## src/rtl/silife_pkg.sv

```systemverilog
// Shared Game-of-Life rule constants and helpers for the silife grid.
// B3/S23: birth on exactly three neighbours, survival on two or three.
package silife_pkg;

    localparam int BIRTH_N    = 3;
    localparam int SURVIVE_LO = 2;
    localparam int SURVIVE_HI = 3;

    function automatic logic [3:0] popcount8(input logic [7:0] v);
        logic [3:0] acc;
        acc = '0;
        for (int i = 0; i < 8; i++) begin
            acc = acc + {3'b000, v[i]};
        end
        return acc;
    endfunction

    function automatic logic life_next(input logic cur, input logic [3:0] n);
        return (n == 4'(BIRTH_N)) ||
               (cur && (n >= 4'(SURVIVE_LO)) && (n <= 4'(SURVIVE_HI)));
    endfunction

endpackage

```

## src/rtl/silife_cell.sv

```systemverilog
// One grid cell: state flop, neighbour count and row-write overlay.
// The write (set beats clear) is applied on top of the evolved or held value.
module silife_cell
    import silife_pkg::*;
(
    input  logic       clk,
    input  logic       reset,
    input  logic       evo,
    input  logic [7:0] nbr,
    input  logic       set,
    input  logic       clear,
    output logic       evolved,
    output logic       state
);

    logic state_q;
    logic state_d;

    assign evolved = life_next(state_q, popcount8(nbr));

    always_comb begin
        state_d = ((evo ? evolved : state_q) & ~clear) | set;
    end

    always_ff @(posedge clk) begin
        if (reset) begin
            state_q <= 1'b0;
        end else begin
            state_q <= state_d;
        end
    end

    assign state = state_q;

endmodule

```

## src/rtl/silife_grid.sv

```systemverilog
// WIDTH x HEIGHT Game-of-Life array with wrap/edge-port neighbour sourcing,
// row write/readout, generation counter, registered population and status flags.
module silife_grid
    import silife_pkg::*;
#(
    parameter int WIDTH  = 8,
    parameter int HEIGHT = 8,
    parameter int ROW_W  = $clog2(HEIGHT),
    parameter int GEN_W  = 16,
    parameter int POP_W  = $clog2(WIDTH*HEIGHT+1)
) (
    input  logic              clk,
    input  logic              reset,
    input  logic              enable,
    input  logic              step,
    input  logic              wrap,
    input  logic [ROW_W-1:0]  row_select,
    input  logic [WIDTH-1:0]  set_cells,
    input  logic [WIDTH-1:0]  clear_cells,
    output logic [WIDTH-1:0]  cells,
    input  logic [WIDTH-1:0]  i_n,
    input  logic [WIDTH-1:0]  i_s,
    input  logic [HEIGHT-1:0] i_w,
    input  logic [HEIGHT-1:0] i_e,
    input  logic              i_nw,
    input  logic              i_ne,
    input  logic              i_sw,
    input  logic              i_se,
    output logic [WIDTH-1:0]  o_n,
    output logic [WIDTH-1:0]  o_s,
    output logic [HEIGHT-1:0] o_w,
    output logic [HEIGHT-1:0] o_e,
    output logic [GEN_W-1:0]  generation,
    output logic [POP_W-1:0]  population,
    output logic              stable,
    output logic              extinct
);

    localparam int CELLS = WIDTH * HEIGHT;

    logic                  evo;
    logic [CELLS-1:0]      state_flat;
    logic [CELLS-1:0]      evolved_flat;
    logic [WIDTH-1:0]      grid [HEIGHT];
    // Grid surrounded by a one-cell halo; halo bit 0 is the west side.
    logic [WIDTH+1:0]      pad [HEIGHT+2];
    logic [HEIGHT-1:0]     row_hit;

    logic [GEN_W-1:0]      gen_q, gen_d;
    logic [POP_W-1:0]      pop_q, pop_d;
    logic                  stable_q, stable_d;
    logic                  extinct_q, extinct_d;

    assign evo = enable | step;

    assign pad[0] = wrap ? {grid[HEIGHT-1][0], grid[HEIGHT-1], grid[HEIGHT-1][WIDTH-1]}
                         : {i_ne, i_n, i_nw};
    assign pad[HEIGHT+1] = wrap ? {grid[0][0], grid[0], grid[0][WIDTH-1]}
                                : {i_se, i_s, i_sw};

    for (genvar gi = 0; gi < HEIGHT; gi++) begin : g_row
        assign grid[gi]    = state_flat[gi*WIDTH +: WIDTH];
        assign pad[gi+1]   = wrap ? {grid[gi][0], grid[gi], grid[gi][WIDTH-1]}
                                  : {i_e[gi], grid[gi], i_w[gi]};
        assign row_hit[gi] = (row_select == ROW_W'(gi));
        assign o_w[gi]     = grid[gi][0];
        assign o_e[gi]     = grid[gi][WIDTH-1];

        for (genvar gj = 0; gj < WIDTH; gj++) begin : g_col
            logic [7:0] nbr;

            assign nbr = {pad[gi][gj],   pad[gi][gj+1],   pad[gi][gj+2],
                          pad[gi+1][gj],                  pad[gi+1][gj+2],
                          pad[gi+2][gj], pad[gi+2][gj+1], pad[gi+2][gj+2]};

            silife_cell u_cell (
                .clk     (clk),
                .reset   (reset),
                .evo     (evo),
                .nbr     (nbr),
                .set     (row_hit[gi] & set_cells[gj]),
                .clear   (row_hit[gi] & clear_cells[gj]),
                .evolved (evolved_flat[gi*WIDTH + gj]),
                .state   (state_flat[gi*WIDTH + gj])
            );
        end
    end

    // Out-of-range row addresses match no row and therefore read as zero.
    always_comb begin
        cells = '0;
        for (int r = 0; r < HEIGHT; r++) begin
            if (row_select == ROW_W'(r)) begin
                cells = grid[r];
            end
        end
    end

    assign o_n = grid[0];
    assign o_s = grid[HEIGHT-1];

    always_comb begin
        gen_d = evo ? gen_q + GEN_W'(1) : gen_q;
        pop_d = '0;
        for (int k = 0; k < CELLS; k++) begin
            pop_d = pop_d + POP_W'(state_flat[k]);
        end
        extinct_d = (pop_d == '0);
        // Compares the pure evolution against the pre-edge grid; row writes are ignored.
        stable_d  = evo ? (evolved_flat == state_flat) : stable_q;
    end

    always_ff @(posedge clk) begin
        if (reset) begin
            gen_q     <= '0;
            pop_q     <= '0;
            stable_q  <= 1'b0;
            extinct_q <= 1'b1;
        end else begin
            gen_q     <= gen_d;
            pop_q     <= pop_d;
            stable_q  <= stable_d;
            extinct_q <= extinct_d;
        end
    end

    assign generation = gen_q;
    assign population = pop_q;
    assign stable     = stable_q;
    assign extinct    = extinct_q;

endmodule
```

## config.mk

```make
export PLATFORM = sky130hd
export DESIGN_NAME = silife_grid
export DESIGN_NICKNAME = d
export VERILOG_FILES = /design/src/rtl/silife_pkg.sv /design/src/rtl/silife_cell.sv /design/src/rtl/silife_grid.sv
export SDC_FILE = /design/constraint.sdc
export NUM_CORES = 1
export LEC_CHECK = 0
export CORE_AREA = 2 2 191 193
export CTS_BUF_LIST = sky130_fd_sc_hd__clkbuf_4 sky130_fd_sc_hd__clkbuf_8
export DETAILED_ROUTE_END_ITERATION = 8
export DIE_AREA = 0 0 193 195
export PLACE_DENSITY_LB_ADDON = 0.2
export SKIP_LAST_GASP = 1
export SYNTH_ARGS = -nofsm -noshare
export SYNTH_HDL_FRONTEND = slang
export SYNTH_HIERARCHICAL = 1
export SYNTH_SLANG_ARGS = --single-unit
```

## constraint.sdc

```tcl
create_clock -name clk -period 13 [get_ports clk]
set_clock_uncertainty 0.2 [all_clocks]
set_input_delay 3.25 -clock clk [delete_from_list [all_inputs] [get_ports clk]]
set_output_delay 3.25 -clock clk [all_outputs]
set_load 0.03 [all_outputs]
```

==> results.yml <==
drt:
  wirelength_mm: 65.9
  route.antenna.remaining_nets: 0
  drc: 1
  viasPerCell: 5.55
  wl_per_cell_um: 20.4
  dr.pass1.iters: 9
  drt_iter0_drc: 1512
  num_vias: 18000
sta:
  max_slew_margin: 0.244
  finalHoldViolCount: 0
  rsz0062_at_grt: "false"
  max_freq_mhz: 99.5
  finalSetupViolCount: 0
  slew_violations: 0
  timing.final.crit_share: 0.773
  max_slew.worst_pin.slew_ps: 1130
  tns_ps: 0
  period_needed_ps: 10050
place:
  hpwlAfterDp_mm: 51.1
  gp_congestion: 0.976
  io_buffers: 124
clock_network:
  cts_sinks: 89
  path_clk_slew_ps: 120
  cts_setup_buffers: 0
  ctsLongestPathBuffers: 2
  htreeDepth: 3
  root_buffer: "clkbuf_8"
  clk_latency_ps: 420
  cts_hold_buf: 0
  cts_tree: "yes"
  cts_resized: 0
  numCtsBuffers: 9
yosys:
  synth-seq-cells: 89
  yosysTopAreaCell: "fa_1"
  synthXorXnorAreaFrac: 0.0224
  synth_nets: 3215
  synth_top_family_by_area: "adder cells"
  netlist_instances: 2637
  synth_most_common_cell: "inv_1"
  avgSynthCellArea_um2: 8.02
  yosys.cell_types.count: 56
  synth_compound_area_frac: 0.161
  synth-simple-area-share: 0.0826
  synth_mux_area_frac: 0.0189
  netlist_area_um2: 21200
  yosys-top-cells-area: "fa_1 (29%), inv_1 (20%), ha_1 (12%)"
  synthAdderAreaFrac: 0.416
  synth-edff-count: 0
  ys_warn_count: 6
  synth_top_area_share: 0.293
  yosysSeqAreaShare: 0.0842
  yosys-top-cells-count: "inv_1 (1,110), fa_1 (310), ha_1 (208)"
  ys_async_sr_fraction: 0
  ys.flop_type: "dfxtp_1"
worst_setup_path:
  cpLargestDelayFamily: "buffers and inverters"
  startpoint_type: "input pin"
  worst_ep_required_time_ps: 9550
  critPathMaxStageDelay_ps: 940
  rr_endpoint: "extinct"
  crit_fanout: 37
  crit_chain: "clkdlybuf4s50_1 > buf_4 > nor3b_2 > a22oi_1 > o21ai_0 > nor2_1 > o21ai_0 > clkdlybuf4s50_1"
  path_buf_inv: 3
  end_kind: "output pin"
  r2r_slack_ps: 5910
  r2r_cells: 20
  slowest_stage: "nor3b_2"
  reg2reg_from: "g_row[0].g_col[3].u_cell/state"
  arrival_ps: 6600
  worst-setup-path-type: "input pin to output pin"
die:
  std_cell_rows: 69
  die_w_um: 193
  start_util: 0.598
  core_region_area_um2: 35400
  die_y_um: 195
  pin_count: 125
  fp.dieArea_um2: 37600
global_routing:
  grt_max_degree: 75
  grt_use_total: 0.360
  grt_pass1_vias: 18300
  gr-total-overflow: 0
  antenna_found_initial: 1
  grt_pass1_wl_mm: 102
run_status:
  violations: "design-rule violations"
  status: "complete, but fails checks"
job:
  drv_cap: 0
min_path:
  hp-start: "generation[6]"
  hold_path_end: "generation[6]"
  min_path_type: "flip-flop to flip-flop"
  min_path_cells: 2
finish:
  fill_cells: 3040
  post_route_cells_drive_above_1_share: 0.0620
  antenna_cells: 0
  nNetsFinal: 3348
  area_growth_pct: 9.91
-- per-stage QoR --
| stage | hold WS [ps] | utilization | cell area (um2) | worst slack, ps | instances |
|---|---|---|---|---|---|
| after floorplan | 418 | - | 21200 | 4860 | 2637 |
| after CTS | 316 | 0.657 | 23200 | 3110 | 3236 |
| after detailed placement | 301 | 0.651 | 23100 | 3110 | 3220 |
| final | 311 | 0.657 | 23200 | 2950 | 3236 |
| after global placement | 287 | 0.651 | 23100 | 3220 | 3220 |
| after global routing | 336 | 0.657 | 23200 | 2910 | 3236 |
-- layout make-up --
| type | count | area [um2] | area share |
|---|---|---|---|
| clock buffers | 9 | 124 | 0.00533 |
| multi-input cells | 1376 | 14800 | 0.638 |
| flip-flops and latches | 89 | 1780 | 0.0766 |
| repair buffers | 183 | 1680 | 0.0721 |
| well taps | 461 | 577 | 0.0248 |
| inverters | 1111 | 4170 | 0.179 |
| clock inverters | 7 | 73.8 | 0.00318 |
-- worst max path at each step --
stage / startpoint / end / slack [ps] / cells after the start
5_1_grt: row_select[0] / cells[5] / 2910 / 9
6_report: row_select[2] / cells[1] / 2950 / 8
3_5_place_dp: row_select[2] / cells[1] / 3110 / 8
2_1_floorplan: row_select[2] / cells[1] / 4860 / 8
4_1_cts: row_select[2] / cells[1] / 3110 / 8
3_3_place_gp: row_select[2] / cells[1] / 3220 / 8
-- worst reg2reg max path, delay by kind of cell (launching register included) --
family                     cells  cell delay, ps
AOI/OAI and AO/OA              3             590
buffers and inverters          4             380
and+or+nand+nor                3             320
adders and majority gates     10            4670
DFF                            1             840
-- routing by layer --
layer / vias up / track usage / wire [um]
li1: 8116 / - / -
met1: 8864 / 0.467 / 26000
met2: 789 / 0.581 / 30700
met3: 201 / 0.0640 / 5740
met4: 2 / 0.170 / 3430
met5: - / 0 / 7
-- registers in the layout, indices dropped and copies added, names as in the netlist --
name,count
generation,16
stable,1
extinct,1
population,7
g_row.g_col.u_cell/state,64
-- layout by cell type (no fill, tap or decap), types with 7 or more instances in the layout --
master           instances
ha_1                   208
a211o_1                 16
clkbuf_8                 9
a211oi_2                16
mux2_2                  24
mux2i_1                 13
a21oi_1                 85
clkdlybuf4s50_1        122
dfxtp_1                 89
nor4_1                   7
xnor2_1                 27
o21ai_0                 27
o21bai_1                65
o31a_1                  64
nand2_1                 73
fa_1                   310
o22ai_1                 24
and3_1                  20
a22o_1                   9
inv_1                 1110
nand4_1                 10
a2111oi_2               48
a31oi_1                 48
and2_1                 112
nor2_1                  88
xor2_1                  27
buf_4                   60
-- cell families (layout without fill, tap and decap cells) --
family	count (synthesis)	in the layout
AOI/OAI and AO/OA	426	426
buffers and inverters	1172	1310
and+or+nand+nor	341	341
adders and majority gates	518	518
xor gates and xnor gates	54	54
muxes	37	37
DFF	89	89
Power is not shown: default switching activity piles up to over one toggle a cycle in this logic, so the estimate is an artifact.
